==> src/rtl/wb_pkg.sv <==
// Shared types for the Wishbone classic master: command/response records and FSM states.
package wb_pkg;

    localparam int WB_AW = 16;
    localparam int WB_DW = 16;

    typedef struct packed {
        logic             we;
        logic [WB_AW-1:0] adr;
        logic [WB_DW-1:0] dat;
    } wb_cmd_t;

    typedef struct packed {
        logic             we;
        logic [WB_DW-1:0] dat;
        logic             err;
    } wb_rsp_t;

    typedef enum logic [1:0] {
        IDLE = 2'd0,
        BUS  = 2'd1,
        RESP = 2'd2
    } wb_mstate_t;

endpackage

==> src/rtl/wb_cmd_fifo.sv <==
// Command FIFO: DEPTH x wb_cmd_t, registered count, head entry visible on rdata (no fall-through).
module wb_cmd_fifo
    import wb_pkg::*;
#(
    parameter int DEPTH = 4
) (
    input  logic    clk,
    input  logic    rst_n,
    input  logic    push,
    input  wb_cmd_t wdata,
    input  logic    pop,
    output wb_cmd_t rdata,
    output logic    full,
    output logic    empty
);

    localparam int PW = $clog2(DEPTH);
    localparam int CW = PW + 1;
    localparam logic [PW-1:0] PTR_ONE = PW'(1);
    localparam logic [CW-1:0] CNT_ONE = CW'(1);
    localparam logic [CW-1:0] CNT_MAX = CW'(DEPTH);

    wb_cmd_t       mem_r [DEPTH];
    logic [PW-1:0] wr_ptr_r;
    logic [PW-1:0] rd_ptr_r;
    logic [CW-1:0] count_r;
    logic          do_push_s;
    logic          do_pop_s;

    assign full      = (count_r == CNT_MAX);
    assign empty     = (count_r == {CW{1'b0}});
    assign do_push_s = push && !full;
    assign do_pop_s  = pop && !empty;
    assign rdata     = mem_r[rd_ptr_r];

    // Storage array; contents need no reset because count gates every read.
    always_ff @(posedge clk) begin
        if (do_push_s) begin
            mem_r[wr_ptr_r] <= wdata;
        end
    end

    // Pointers wrap naturally because DEPTH is a power of two.
    always_ff @(posedge clk or negedge rst_n) begin
        if (!rst_n) begin
            wr_ptr_r <= {PW{1'b0}};
            rd_ptr_r <= {PW{1'b0}};
            count_r  <= {CW{1'b0}};
        end else begin
            if (do_push_s) begin
                wr_ptr_r <= wr_ptr_r + PTR_ONE;
            end
            if (do_pop_s) begin
                rd_ptr_r <= rd_ptr_r + PTR_ONE;
            end
            case ({do_push_s, do_pop_s})
                2'b10:   count_r <= count_r + CNT_ONE;
                2'b01:   count_r <= count_r - CNT_ONE;
                default: count_r <= count_r;
            endcase
        end
    end

endmodule

==> src/rtl/wb_master_standard.sv <==
// Wishbone classic master: FIFO-buffered commands, one standard cycle and one response each.
// Optional bus timeout enabled by defining WB_MASTER_TIMEOUT_EN.
module wb_master_standard
    import wb_pkg::*;
#(
    parameter int AW      = WB_AW,
    parameter int DW      = WB_DW,
    parameter int DEPTH   = 4,
    parameter int TIMEOUT = 16
) (
    input  logic          clk,
    input  logic          rst_n,
    input  logic          cmd_valid,
    output logic          cmd_ready,
    input  logic          cmd_we,
    input  logic [AW-1:0] cmd_adr,
    input  logic [DW-1:0] cmd_dat,
    output logic          rsp_valid,
    input  logic          rsp_ready,
    output logic          rsp_we,
    output logic [DW-1:0] rsp_dat,
    output logic          rsp_err,
    output logic          busy,
    output logic          wb_cyc_o,
    output logic          wb_stb_o,
    output logic          wb_we_o,
    output logic [AW-1:0] wb_adr_o,
    output logic [DW-1:0] wb_dat_o,
    input  logic [DW-1:0] wb_dat_i,
    input  logic          wb_ack_i
);

    wb_mstate_t state_r;
    wb_rsp_t    rsp_r;
    wb_cmd_t    wdata_s;
    wb_cmd_t    head_s;
    logic       full_s;
    logic       empty_s;
    logic       push_s;
    logic       pop_s;
    logic       timeout_s;

    assign cmd_ready = !full_s;
    assign push_s    = cmd_valid && !full_s;
    assign wdata_s   = '{we: cmd_we, adr: cmd_adr, dat: cmd_dat};
    assign wb_stb_o  = wb_cyc_o;
    assign busy      = (state_r != IDLE) || !empty_s;
    assign rsp_we    = rsp_r.we;
    assign rsp_dat   = rsp_r.dat;
    assign rsp_err   = rsp_r.err;

    wb_cmd_fifo #(.DEPTH(DEPTH)) u_fifo (
        .clk   (clk),
        .rst_n (rst_n),
        .push  (push_s),
        .wdata (wdata_s),
        .pop   (pop_s),
        .rdata (head_s),
        .full  (full_s),
        .empty (empty_s)
    );

    // Pop the head whenever the FSM is about to launch a new bus cycle.
    always_comb begin
        pop_s = 1'b0;
        case (state_r)
            IDLE:    pop_s = !empty_s;
            RESP:    pop_s = rsp_ready && !empty_s;
            default: pop_s = 1'b0;
        endcase
    end

`ifdef WB_MASTER_TIMEOUT_EN
    localparam int TW = $clog2(TIMEOUT);
    localparam logic [TW-1:0] T_LAST = TW'(TIMEOUT - 1);
    localparam logic [TW-1:0] T_ONE  = TW'(1);

    logic [TW-1:0] tcnt_r;

    assign timeout_s = (tcnt_r == T_LAST);

    // Counts BUS cycles; held at zero outside BUS so every entry starts fresh.
    always_ff @(posedge clk or negedge rst_n) begin
        if (!rst_n) begin
            tcnt_r <= {TW{1'b0}};
        end else if (state_r != BUS) begin
            tcnt_r <= {TW{1'b0}};
        end else if (!timeout_s) begin
            tcnt_r <= tcnt_r + T_ONE;
        end else begin
            tcnt_r <= tcnt_r;
        end
    end
`else
    assign timeout_s = 1'b0;
`endif

    // Main FSM with registered Wishbone outputs and response register.
    always_ff @(posedge clk or negedge rst_n) begin
        if (!rst_n) begin
            state_r   <= IDLE;
            wb_cyc_o  <= 1'b0;
            wb_we_o   <= 1'b0;
            wb_adr_o  <= {AW{1'b0}};
            wb_dat_o  <= {DW{1'b0}};
            rsp_valid <= 1'b0;
            rsp_r     <= '{we: 1'b0, dat: {DW{1'b0}}, err: 1'b0};
        end else begin
            case (state_r)
                IDLE: begin
                    if (!empty_s) begin
                        wb_we_o  <= head_s.we;
                        wb_adr_o <= head_s.adr;
                        wb_dat_o <= head_s.dat;
                        wb_cyc_o <= 1'b1;
                        state_r  <= BUS;
                    end
                end
                BUS: begin
                    // ACK takes priority over a timeout on the same edge.
                    if (wb_ack_i) begin
                        wb_cyc_o  <= 1'b0;
                        rsp_r     <= '{we: wb_we_o, dat: (wb_we_o ? {DW{1'b0}} : wb_dat_i), err: 1'b0};
                        rsp_valid <= 1'b1;
                        state_r   <= RESP;
                    end else if (timeout_s) begin
                        wb_cyc_o  <= 1'b0;
                        rsp_r     <= '{we: wb_we_o, dat: {DW{1'b0}}, err: 1'b1};
                        rsp_valid <= 1'b1;
                        state_r   <= RESP;
                    end
                end
                RESP: begin
                    if (rsp_ready) begin
                        rsp_valid <= 1'b0;
                        if (!empty_s) begin
                            wb_we_o  <= head_s.we;
                            wb_adr_o <= head_s.adr;
                            wb_dat_o <= head_s.dat;
                            wb_cyc_o <= 1'b1;
                            state_r  <= BUS;
                        end else begin
                            state_r <= IDLE;
                        end
                    end
                end
                default: begin
                    state_r   <= IDLE;
                    wb_cyc_o  <= 1'b0;
                    rsp_valid <= 1'b0;
                end
            endcase
        end
    end

endmodule
==> config.mk <==
export PLATFORM = sky130hd
export DESIGN_NAME = wb_master_standard
export DESIGN_NICKNAME = d
export VERILOG_FILES = /design/src/rtl/wb_pkg.sv /design/src/rtl/wb_cmd_fifo.sv /design/src/rtl/wb_master_standard.sv
export SDC_FILE = /design/constraint.sdc
export NUM_CORES = 1
export LEC_CHECK = 0
export CAP_MARGIN = 20
export CORE_UTILIZATION = 56
export CTS_BUF_LIST = sky130_fd_sc_hd__clkbuf_4
export DETAILED_ROUTE_END_ITERATION = 8
export PLACE_DENSITY = 0.82
export SLEW_MARGIN = 20
export SYNTH_ARGS = -nofsm -noshare
export SYNTH_HDL_FRONTEND = slang
export SYNTH_SLANG_ARGS = --single-unit
==> constraint.sdc <==
create_clock -name clk -period 3.27 [get_ports clk]
set_clock_uncertainty 0.15 [all_clocks]
set_input_delay 0.981 -clock clk [delete_from_list [all_inputs] [get_ports clk]]
set_output_delay 0.981 -clock clk [all_outputs]
set_load 0.02 [all_outputs]
**After elaboration in Yosys (flattened, before gate mapping)**

Memory sizes are Yosys's and may differ from the RTL's.
Index checks and enable logic that the tools add are counted.

- Bits in registers: 61
- Memories: 1
- Output and inout bits: 56
- Word-level logic and storage cells: 68
- Bits in writable memories: 132
- Bits of input ports: 54

- Bitwise logic cells: 1
- Reduce and logical (&&, ||, !) cells: 17
- $add $sub $neg: 4
- Multiplexer cells: 26
- Eq/ne operators: 8

Memories:

| name | depth | bits a word | rd ports | clocked after memory_dff | wr ports | RTL line | RTL |
|---|---|---|---|---|---|---|---|
| u_fifo.mem_r | 4 | 33 | 1 | 0 | 1 | wb_cmd_fifo.sv:23 | `wb_cmd_t mem_r [DEPTH];` |

Operators with widths:

| kind | number |
|---|---|
| two-way mux 16 bit | 5 |
| case mux 16 bit (2 select lines) | 2 |
| two-way mux 1 bit | 10 |
| two-way mux 2 bit | 3 |
| inequality test 2 bit (second input constant) | 3 |
| case mux 1 bit (3 select lines) | 2 |
| case mux 2 bit (3 select lines) | 1 |
| case mux 3 bit (2 select lines) | 1 |
| AND reduction 2 bit | 3 |
| AND reduction 3 bit | 2 |
| nonzero test 2 bit | 3 |
| adder 2 x 1 -> 2 bit (second input constant) | 2 |
| == test 2 x 1 -> 1 bit (second input constant) | 2 |
| == test 2 bit (second input constant) | 2 |
| logical AND 1 bit | 4 |
| case mux 1 bit (2 select lines) | 2 |
| adder 3 x 1 -> 3 bit (second input constant) | 1 |
| == test 3 bit (second input constant) | 1 |
| logical NOT 3 bit | 1 |
| subtractor 3 x 1 -> 3 bit (second input constant) | 1 |
| logical NOT 1 bit | 2 |
| logical NOT 2 bit | 1 |
| logical OR 1 bit | 1 |
| NOT 1 bit | 1 |

**Logic depth before layout (Yosys ltp)**

Gate-level depths: netlist of the first run.

- Word-level depth: 7
- Depth in mapped cells: 9
- Depth with buffers taken out: 9

**Hierarchy**

A second synthesis of the first run with hierarchy kept.

- Cells, all modules: 377
- Area, all modules: 7554.7 µm²

Modules (own cells, without submodules):

| module | seq. area each (µm²) | instances | area an instance (µm²) | cells each |
|---|---|---|---|---|
| wb_cmd_fifo | 4139.0 | 1 | 5238.8 | 210 |
| wb_master_standard | 1351.3 | 1 | 2316.0 | 167 |

**Worst setup path after synthesis of the first run**

No wires, ideal clock.

- Path type: input-to-reg
- Start point: input rsp_ready
- End point: register u_fifo.count_r[2]
- Arrival time: 2.604 ns
- Buffers on the path: 1
- Data required time: 3.041 ns
- Stages: 9
- Library setup time: 0.079 ns
- Slack: 0.436 ns
- Cells stage by stage: nor2b_1 > nor3_4 > buf_6 > ha_1 > inv_1 > fa_1 > xor2_1 > nor2_1 > xor2_1

- Word-level cells in the longest chain between the ends: 5
- Elaborated cells between the ends (all ways): 7
- Classes of those cells: 2 x eq/ne; 2 x mux; 3 x reduce/logical

RTL lines:

| element | RTL line | RTL |
|---|---|---|
| start: declaration | wb_master_standard.sv:19 | `input logic rsp_ready,` |
| logical AND 1 bit * | wb_master_standard.sv:68 | `RESP: pop_s = rsp_ready && !empty_s;` |
| case mux 1 bit (2 select lines) * | wb_master_standard.sv:66 | `case (state_r)` |
| logical AND 1 bit * | wb_cmd_fifo.sv:33 | `assign do_pop_s = pop && !empty;` |
| net u_fifo.do_pop_s | wb_cmd_fifo.sv:28 | `logic do_pop_s;` |
| == test 2 x 1 -> 1 bit / == test 2 bit (equally long branches) | wb_cmd_fifo.sv:56 | `case ({do_push_s, do_pop_s})` |
| case mux 3 bit (2 select lines) / nonzero test 2 bit (equally long branches) | -- |  |
| end signal: assignment | wb_cmd_fifo.sv:57 | `2'b10: count_r <= count_r + CNT_ONE;` |
| end signal: assignment | wb_cmd_fifo.sv:58 | `2'b01: count_r <= count_r - CNT_ONE;` |
| end signal: assignment | wb_cmd_fifo.sv:59 | `default: count_r <= count_r;` |
| end: declaration | wb_cmd_fifo.sv:26 | `logic [CW-1:0] count_r;` |

The timed path passes the listed nets; every way through them passes the cells marked *.
A chain may end at the register's enable or synchronous reset.

**Worst setup path after layout of the first run**

- Start point: register u_fifo.count_r[0]
- End point: output busy

- Word-level cells in the longest chain between the ends: 3

RTL lines:

| element | RTL line | RTL |
|---|---|---|
| start signal: assignment | wb_cmd_fifo.sv:48 | `count_r <= {CW{1'b0}};` |
| start signal: assignment | wb_cmd_fifo.sv:57 |  |
| start signal: assignment | wb_cmd_fifo.sv:58 |  |
| logical NOT 3 bit | wb_cmd_fifo.sv:31 | `assign empty = (count_r == {CW{1'b0}});` |
| logical NOT 1 bit | wb_master_standard.sv:47 | `assign busy = (state_r != IDLE) \|\| !empty_s;` |
| logical OR 1 bit | wb_master_standard.sv:47 |  |
| end: declaration | wb_master_standard.sv:23 | `output logic busy,` |

Every way passes these cells.

==> reports/summary.txt, run 1 <==
Final Hold Fails = 0
vias in the first global route = 3840
width of the die = 117 um
PnR Total Power = 8.16 mW
Crit Path Max Fanout = 4
fin nets = 549
H-tree levels = 4
TNS Setup = 0 ns
Longest Clk Path Bufs = 2
final worst path period share = 0.956
Synth cell types = 34
core footprint = 12700 um^2
post-layout util = 0.707
P&R area growth vs syn = 21.7%
multi-input logic area = 1760 um^2
top cell type by total area after synthesis = edfxtp_1
Initial Util = 0.581
Slew HR = 0.445
number of buffers added on ports = 108
fmax = 320 MHz
DR vias/cell = 5.43
max-slew violation count = 0
Mapped Avg Cell Area = 19.9 um^2
first-pass GRT wire length = 19900 um
register area = 5490 um^2
share of async-settable or async-resettable flops after synthesis = 0.316
Worst Setup End Kind = output pin
drt wl/cell = 18.8 um
gp weighted congestion = 0.711
min Tclk post-route = 3.13 ns
post-synthesis sequential element count = 193
top cells by area, synth = edfxtp_1 (54%), dfrtp_1 (21%), mux4_1 (7.1%)
gr ovfl total = 0
worst hold slack = 0.317 ns
total CTS buffers = 17
Max-cap violations = 0
diodes inserted = 0
P per Cell Area = 907 nW/um^2
Vias = 3657
DRT antenna net count = 0
Synth top cells by count = edfxtp_1 (132), dfrtp_1 (61), mux2_2 (35), mux4_1 (20), nand2_1 (20)
drt drc = 0
worst hold path class = in2async
dpl ws = 0.189 ns
worst-skew pair later-pin latency = 0.54 ns
clk slew on worst S/H paths = 0.14 ns
Crit Path Class = reg2out
starting DRC count in detailed routing = 183
share of the synthesized area in the top cell type = 0.536
Std-Cell Rows = 41
ys flop type = edfxtp_1
worst vdd ir = 0.000414 V
buffer count from post-CTS setup fixing = 0
final worst-path setup slack = 0.143 ns
dominant cell by count in the synthesized netlist = edfxtp_1
Syn Std Cell Area = 7390 um^2
number of enable flip-flop cells after synthesis = 132
ratio of cells with drive above 1 in the final layout = 0.191
largest net degree at the start of global routing = 39
static leakage = 3.28 nW
Syn Inst Count = 371
status = complete, no violations
CTS Sinks = 193
sequential-to-total area share from yosys stat = 0.742
Total GRT Usage = 0.205
# IOs = 110
Die ar. = 13700 um^2
CTS tree = built
DRT Pass-1 Iters = 4
Synth Warn # = 0
fillers = 845
Die Y = 117 um
Root Driver = clkbuf_4
startpoint class of the critical path = register
initial antenna violation count = 0
worst slew pin tran = 0.832 ns
RSZ-0062 raised after global routing = no
Crit path required time = 2.14 ns
Detailed Route WL = 12700 um
DPL Wire Length = 7780 um
Worst EP arrival = 2.00 ns
Syn Nets = 431
endpoints failing setup = 0
-- metal layers --
| layer | up-vias | global-route usage | share of wire |
|---|---|---|---|
| met5 | - | 0 | 0 |
| met4 | 0 | 0.0751 | 0.013 |
| met3 | 15 | 0.0525 | 0.057 |
| met2 | 107 | 0.357 | 0.53 |
| met1 | 1860 | 0.249 | 0.40 |
| li1 | 1675 | - | - |
-- final cells by class --
type	count	share of cell area
clock buffers	19	0.0159
clock inverters	13	0.0160
inverters	6	0.00250
multi-input cells	154	0.195
flip-flops and latches	193	0.611
well taps	172	0.0239
repair buffers	117	0.136
-- what timing repair did --
action | in CTS | in global routing
setup endpoints to repair | 0 | 1
hold buffers | 0 | 0
gates resized for setup | 0 | 1
-- power breakdown --
group	internal, mW	leakage [nW]	switching, mW
sequential	3.37	1.94	0.465
combinational	1.67	1.17	1.40
clock	0.537	0.163	0.713
total	5.58	3.28	2.58
-- worst max-delay path, stage by stage (launching register included) --
cell             delay, ns
dfrtp_1               0.45
nor3_2                0.36
nand2_1               0.10
clkdlybuf4s50_1       0.55
-- flip-flops by register name (all words and copies together), names as in the netlist --
signal and flops:
u_fifo.count_r 3, u_fifo.mem_r 132, rsp_valid 1, rsp_dat 16
u_fifo.wr_ptr_r 2, wb_adr_o 16, wb_we_o 1, wb_cyc_o 1
wb_dat_o 16, state_r 2, rsp_we 1, u_fifo.rd_ptr_r 2
-- worst paths after layout --
check                                              start                             end  slack (ns)  cells past startpoint
max in group asynchronous                          rst_n  u_fifo.rd_ptr_r[1]$_DFFE_PN0P_        2.00                      2
min                                                rst_n         wb_dat_o[8]$_DFFE_PN0P_        0.32                      1
max                        u_fifo.count_r[0]$_DFFE_PN0P_                            busy        0.14                      3
max reg2reg                u_fifo.count_r[0]$_DFFE_PN0P_   u_fifo.count_r[2]$_DFFE_PN0P_        0.73                      9
min reg2reg                      rsp_dat[12]$_DFFE_PN0P_         rsp_dat[12]$_DFFE_PN0P_        0.35                      2
min in group clk                 rsp_dat[12]$_DFFE_PN0P_         rsp_dat[12]$_DFFE_PN0P_        0.35                      2
-- metrics by stage --
| stage | area (um^2) | cells |
|---|---|---|
| after detailed placement | 8710 | 642 |
| after CTS | 8990 | 674 |
| final | 9000 | 674 |
| after global placement | 8710 | 642 |
| after floorplan | 7390 | 371 |
| after global routing | 9000 | 674 |
-- logic make-up after synthesis --
logic type / synth area share
xor+xnor: 0.00711
compound gates: 0.0139
fa+ha+maj: 0.0112
other cells: 0.000507
flops: 0.742
simple gates: 0.0391
buf+inv: 0.0205
mux: 0.165
-- cell usage in the layout, fill, tap and decap left out, types with 2 or more instances in the layout --
master             n
dfrtp_1           59
mux4_2            13
clkinv_1           3
o21ai_1            5
nand2_1           20
edfxtp_1         132
clkbuf_4          19
clkinv_2           5
mux2_2            35
nand2b_1          16
xor2_1             4
xnor2_1            2
nor2_1             3
inv_1              6
dfrtp_2            2
o21ai_0           13
buf_12             6
ha_1               5
buf_4              3
and3_2             4
mux4_1            20
bufinv_16          3
clkdlybuf4s50_1  106
Note: power is estimated with default switching activity, not from simulation.
==> run 2, diff against run 1 <==
Settings changed: CORE_UTILIZATION 56 to 40, PLACE_DENSITY 0.82 to not set.
==> reports/summary.txt, run 2 (same netlist as run 1, synthesis figures left out) <==
status = complete, no violations
largest net degree at the start of global routing = 40
Slowest Stage Delay on Critical Path = 0.55 ns
Die ar. = 19000 um^2
gr ovfl total = 0
startpoint class of the critical path = register
Root Driver = clkbuf_4
core footprint = 18000 um^2
worst-path cell chain = nor3_2 -> nand2_1 -> clkdlybuf4s50_1
diodes inserted = 0
reg2reg end = u_fifo.count_r[2]$_DFFE_PN0P_
fmax = 324 MHz
reg-to-reg startpoint = u_fifo.count_r[0]$_DFFE_PN0P_
P per Cell Area = 906 nW/um^2
initial antenna violation count = 1
starting DRC count in detailed routing = 114
CTS Sinks = 193
worst vdd ir = 0.000514 V
Std-Cell Rows = 49
Vias = 3614
CTS tree = built
Initial Util = 0.410
gp weighted congestion = 0.725
worst hold path class = in2async
FF-to-FF path depth = 9
Worst EP arrival = 1.96 ns
RSZ-0062 raised after global routing = no
Longest Clk Path Bufs = 2
max FFs per register = 132
Most flops, register = u_fifo.mem_r
DRT antenna net count = 0
Final Hold Fails = 0
non-filler cells, final = 731
static leakage = 3.29 nW
DR vias/cell = 4.94
# IOs = 110
DPL Wire Length = 7690 um
worst-skew pair later-pin latency = 0.54 ns
total CTS buffers = 17
Crit Path Class = reg2out
Total GRT Usage = 0.148
CP delay by family, top = buffers and inverters
Slew HR = 0.451
ratio of cells with drive above 1 in the final layout = 0.191
min Tclk post-route = 3.09 ns
max-slew violation count = 0
worst slew pin tran = 0.824 ns
number of buffers added on ports = 108
Die Y = 138 um
drt drc = 0
most frequent cells in the layout = edfxtp_1 (132), clkdlybuf4s50_1 (106), dfrtp_1 (59)
commonest non-fill, non-tap cell in the layout = edfxtp_1
PnR Total Power = 8.24 mW
width of the die = 138 um
Max-cap violations = 0
H-tree levels = 4
CP max-delay cell = clkdlybuf4s50_1
Crit path required time = 2.14 ns
fin nets = 549
P&R area growth vs syn = 23.1%
Crit Path Max Fanout = 4
DRT Pass-1 Iters = 4
endpoints failing setup = 0
first-pass GRT wire length = 19700 um
vias in the first global route = 3698
Detailed Route WL = 13100 um
Worst Setup End Kind = output pin
R2R Setup Slk = 0.80 ns
Buf+Inv Stages, Crit Path = 1
drt wl/cell = 17.9 um
final worst path period share = 0.944
# placed instances = 699
TNS Setup = 0 ns
clk slew on worst S/H paths = 0.15 ns
-- run 2: cell types whose count changed in the layout (fill, tap and decap cells not counted), sizes merged --
cell / before / now
clkinv: 9 / 7
clkbuf: 19 / 20
bufinv: 3 / 4
inv: 7 / 6
clkinvlp: 0 / 1
-- run 2: cell type report --
type | instances | area (um^2)
Clock buffer | 20 | 150
Clock inverter | 12 | 166
Fill cell | 1518 | 8920
Inverter | 6 | 22.5
Multi-Input combinational cell | 154 | 1760
Sequential cell | 193 | 5490
Tap cell | 229 | 287
Timing Repair Buffer | 117 | 1220
-- run 2: worst max-delay path by stage --
stage | startpoint | endpoint | slack, ns | cells after the start
6_report | u_fifo.count_r[0]$_DFFE_PN0P_ | busy | 0.18 | 3
2_1_floorplan | rsp_ready | u_fifo.count_r[2]$_DFFE_PN0P_ | 0.44 | 9
5_1_grt | u_fifo.count_r[0]$_DFFE_PN0P_ | busy | 0.01 | 3
3_3_place_gp | rsp_ready | u_fifo.count_r[2]$_DFFE_PN0P_ | 0.26 | 9
3_5_place_dp | rsp_ready | u_fifo.count_r[2]$_DFFE_PN0P_ | 0.23 | 9
4_1_cts | u_fifo.count_r[0]$_DFFE_PN0P_ | cmd_ready | 0.04 | 2
-- run 2: metrics by stage --
stage	instance area, um^2	hold WS, ns	setup WS (ns)	util
floorplan	7390	0.323	0.436	-
global placement	8780	0.319	0.257	0.487
detailed placement	8780	0.328	0.230	0.487
CTS	9100	0.138	0.0402	0.505
global route	9100	0.122	0.0115	0.505
finish	9100	0.202	0.183	0.505
-- run 2: per-layer routing --
| metal | part of all wire | global-route usage | vias up |
|---|---|---|---|
| li1 | - | - | 1674 |
| met1 | 0.41 | 0.172 | 1819 |
| met2 | 0.51 | 0.258 | 109 |
| met3 | 0.066 | 0.0515 | 10 |
| met4 | 0.0083 | 0.0435 | 2 |
| met5 | 0.00069 | 0 | - |
-- run 2: power breakdown --
part | switching, mW | internal, mW | total [mW]
Clock | 0.728 | 0.625 | 1.35
Sequential | 0.440 | 3.37 | 3.81
Combinational | 1.41 | 1.67 | 3.08
Total | 2.58 | 5.67 | 8.24
-- run 2: repair_timing --
action | in CTS | in global routing
setup buffers | 0 | 0
setup endpoints to repair | 0 | 1
resized for setup | 0 | 1
hold buffers | 0 | 0
==> run 3, diff against run 2 <==
Settings changed: CTS_BUF_LIST sky130_fd_sc_hd__clkbuf_4 to sky130_fd_sc_hd__clkbuf_4 sky130_fd_sc_hd__clkbuf_8 sky130_fd_sc_hd__clkbuf_16.
==> reports/summary.txt, run 3 (same netlist as run 1, synthesis figures left out) <==
part of the power in registers = 0.422
Vias = 3615
width of the die = 138 um
Std-Cell Rows = 49
drt drc = 0
max FFs per register = 132
vias in the first global route = 3697
DPL Wire Length = 7690 um
most frequent cells in the layout = edfxtp_1 (132), clkdlybuf4s50_1 (107), dfrtp_1 (59)
Detailed Route WL = 13200 um
reg-to-reg startpoint = u_fifo.count_r[0]$_DFFE_PN0P_
largest net degree at the start of global routing = 40
worst hold path class = in2async
final worst path period share = 0.920
TNS Setup = 0 ns
power share of the clock group = 0.237
non-filler cells, final = 731
number of buffers added on ports = 108
Critical Path End = cmd_ready
CTS resizes = 0
CTS tree = built
worst-skew pair later-pin latency = 0.42 ns
worst-path cell chain = or3b_1 -> clkdlybuf4s50_1
Die Y = 138 um
CTS hold repair buffers = 0
R2R Setup Slk = 0.80 ns
clk slew on worst S/H paths = 0.06 ns
DRT Pass-1 Iters = 5
Slowest Stage Delay on Critical Path = 0.58 ns
worst hold slack = 0.338 ns
Longest Clk Path Bufs = 2
diodes inserted = 0
min Tclk post-route = 3.01 ns
CP delay by family, top = buffers and inverters
total CTS buffers = 17
Crit path required time = 2.14 ns
CTS Sinks = 193
Final Hold Fails = 0
post-layout util = 0.522
Worst Setup End Kind = output pin
Worst EP arrival = 1.88 ns
commonest non-fill, non-tap cell in the layout = edfxtp_1
worst slew pin tran = 0.853 ns
Crit Path Max Fanout = 6
Critical Path Start = u_fifo.count_r[0]$_DFFE_PN0P_
fin nets = 549
gr ovfl total = 0
post-route cell area = 9410 um^2
status = complete, no violations
DR vias/cell = 4.95
fmax = 332 MHz
Total GRT Usage = 0.150
reg2reg end = u_fifo.count_r[2]$_DFFE_PN0P_
FF-to-FF path depth = 9
Buf+Inv Stages, Crit Path = 1
Die ar. = 19000 um^2
core footprint = 18000 um^2
Cell Int Power = 6.37 mW
area post-placement = 8780 um^2
combinational power share = 0.340
startpoint class of the critical path = register
fillers = 1472
worst vdd ir = 0.000522 V
WP depth = 2
Root Driver = clkbuf_16
P&R area growth vs syn = 27.2%
Most flops, register = u_fifo.mem_r
static leakage = 3.42 nW
endpoints failing setup = 0
max-slew violation count = 0
Crit Path Class = reg2out
# placed instances = 699
starting DRC count in detailed routing = 133
DRT antenna net count = 0
first-pass GRT wire length = 19800 um
RSZ-0062 raised after global routing = no
CP max-delay cell = clkdlybuf4s50_1
buffer count from post-CTS setup fixing = 0
drt wl/cell = 18.1 um
H-tree levels = 4
Switching Share = 0.296
initial antenna violation count = 1
gp weighted congestion = 0.725
Net Sw Power = 2.68 mW
ratio of cells with drive above 1 in the final layout = 0.193
Initial Util = 0.410
# IOs = 110
P per Cell Area = 962 nW/um^2
Max-cap violations = 0
Slew HR = 0.431
run 3: cell count changes in the layout (fill, tap and decap cells not counted):
cell	delta
clkbuf_8	+1
clkinv_1	-1
dlymetal6s2s_1	-1
clkdlybuf4s50_1	+1
clkbuf_4	-17
clkbuf_16	+17
run 3: per-layer routing:
metal	global-route usage	share of wire	routed length, um	vias to the layer above
met3	0.0450	0.053	693	14
met1	0.175	0.42	5590	1825
met2	0.258	0.51	6720	98
met4	0.0562	0.014	180	2
li1	-	-	-	1676
met5	0	0.00068	9	-
run 3: power by group through the flow:
stage	Clock (mW)	Combinational [mW]	Sequential (mW)
2_1_floorplan	0	1.73	4.06
3_3_place_gp	0	3.11	3.86
3_5_place_dp	0	3.15	3.89
4_1_cts	2.21	3.15	3.85
5_1_grt	2.30	3.33	3.92
6_report	2.15	3.08	3.82
run 3: metrics by stage:
step	power [mW]	setup WS [ns]
after floorplan	5.79	0.436
after global placement	6.97	0.257
after detailed placement	7.04	0.230
after CTS	9.21	0.240
after global routing	9.55	0.185
final	9.05	0.260
run 3: worst min-delay path by stage:
stage	end	from	cells past startpoint	slack, ns
finish	wb_dat_o[8]$_DFFE_PN0P_	rst_n	1	0.34
detailed placement	rsp_dat[6]$_DFFE_PN0P_	rsp_dat[6]$_DFFE_PN0P_	2	0.33
global route	wb_dat_o[8]$_DFFE_PN0P_	rst_n	1	0.34
global placement	rsp_dat[1]$_DFFE_PN0P_	rsp_dat[1]$_DFFE_PN0P_	2	0.32
CTS	wb_dat_o[8]$_DFFE_PN0P_	rst_n	1	0.33
floorplan	u_fifo.count_r[2]$_DFFE_PN0P_	u_fifo.count_r[2]$_DFFE_PN0P_	1	0.32
run 3: layout make-up:
cell class / count / area [um^2] / share of cell area
sequential: 193 / 5490 / 0.584
multi-input combinational: 154 / 1760 / 0.187
timing repair buffer: 117 / 1220 / 0.130
clock buffer: 21 / 462 / 0.0491
tap: 229 / 287 / 0.0305
clock inverter: 11 / 163 / 0.0173
inverter: 6 / 22.5 / 0.00239
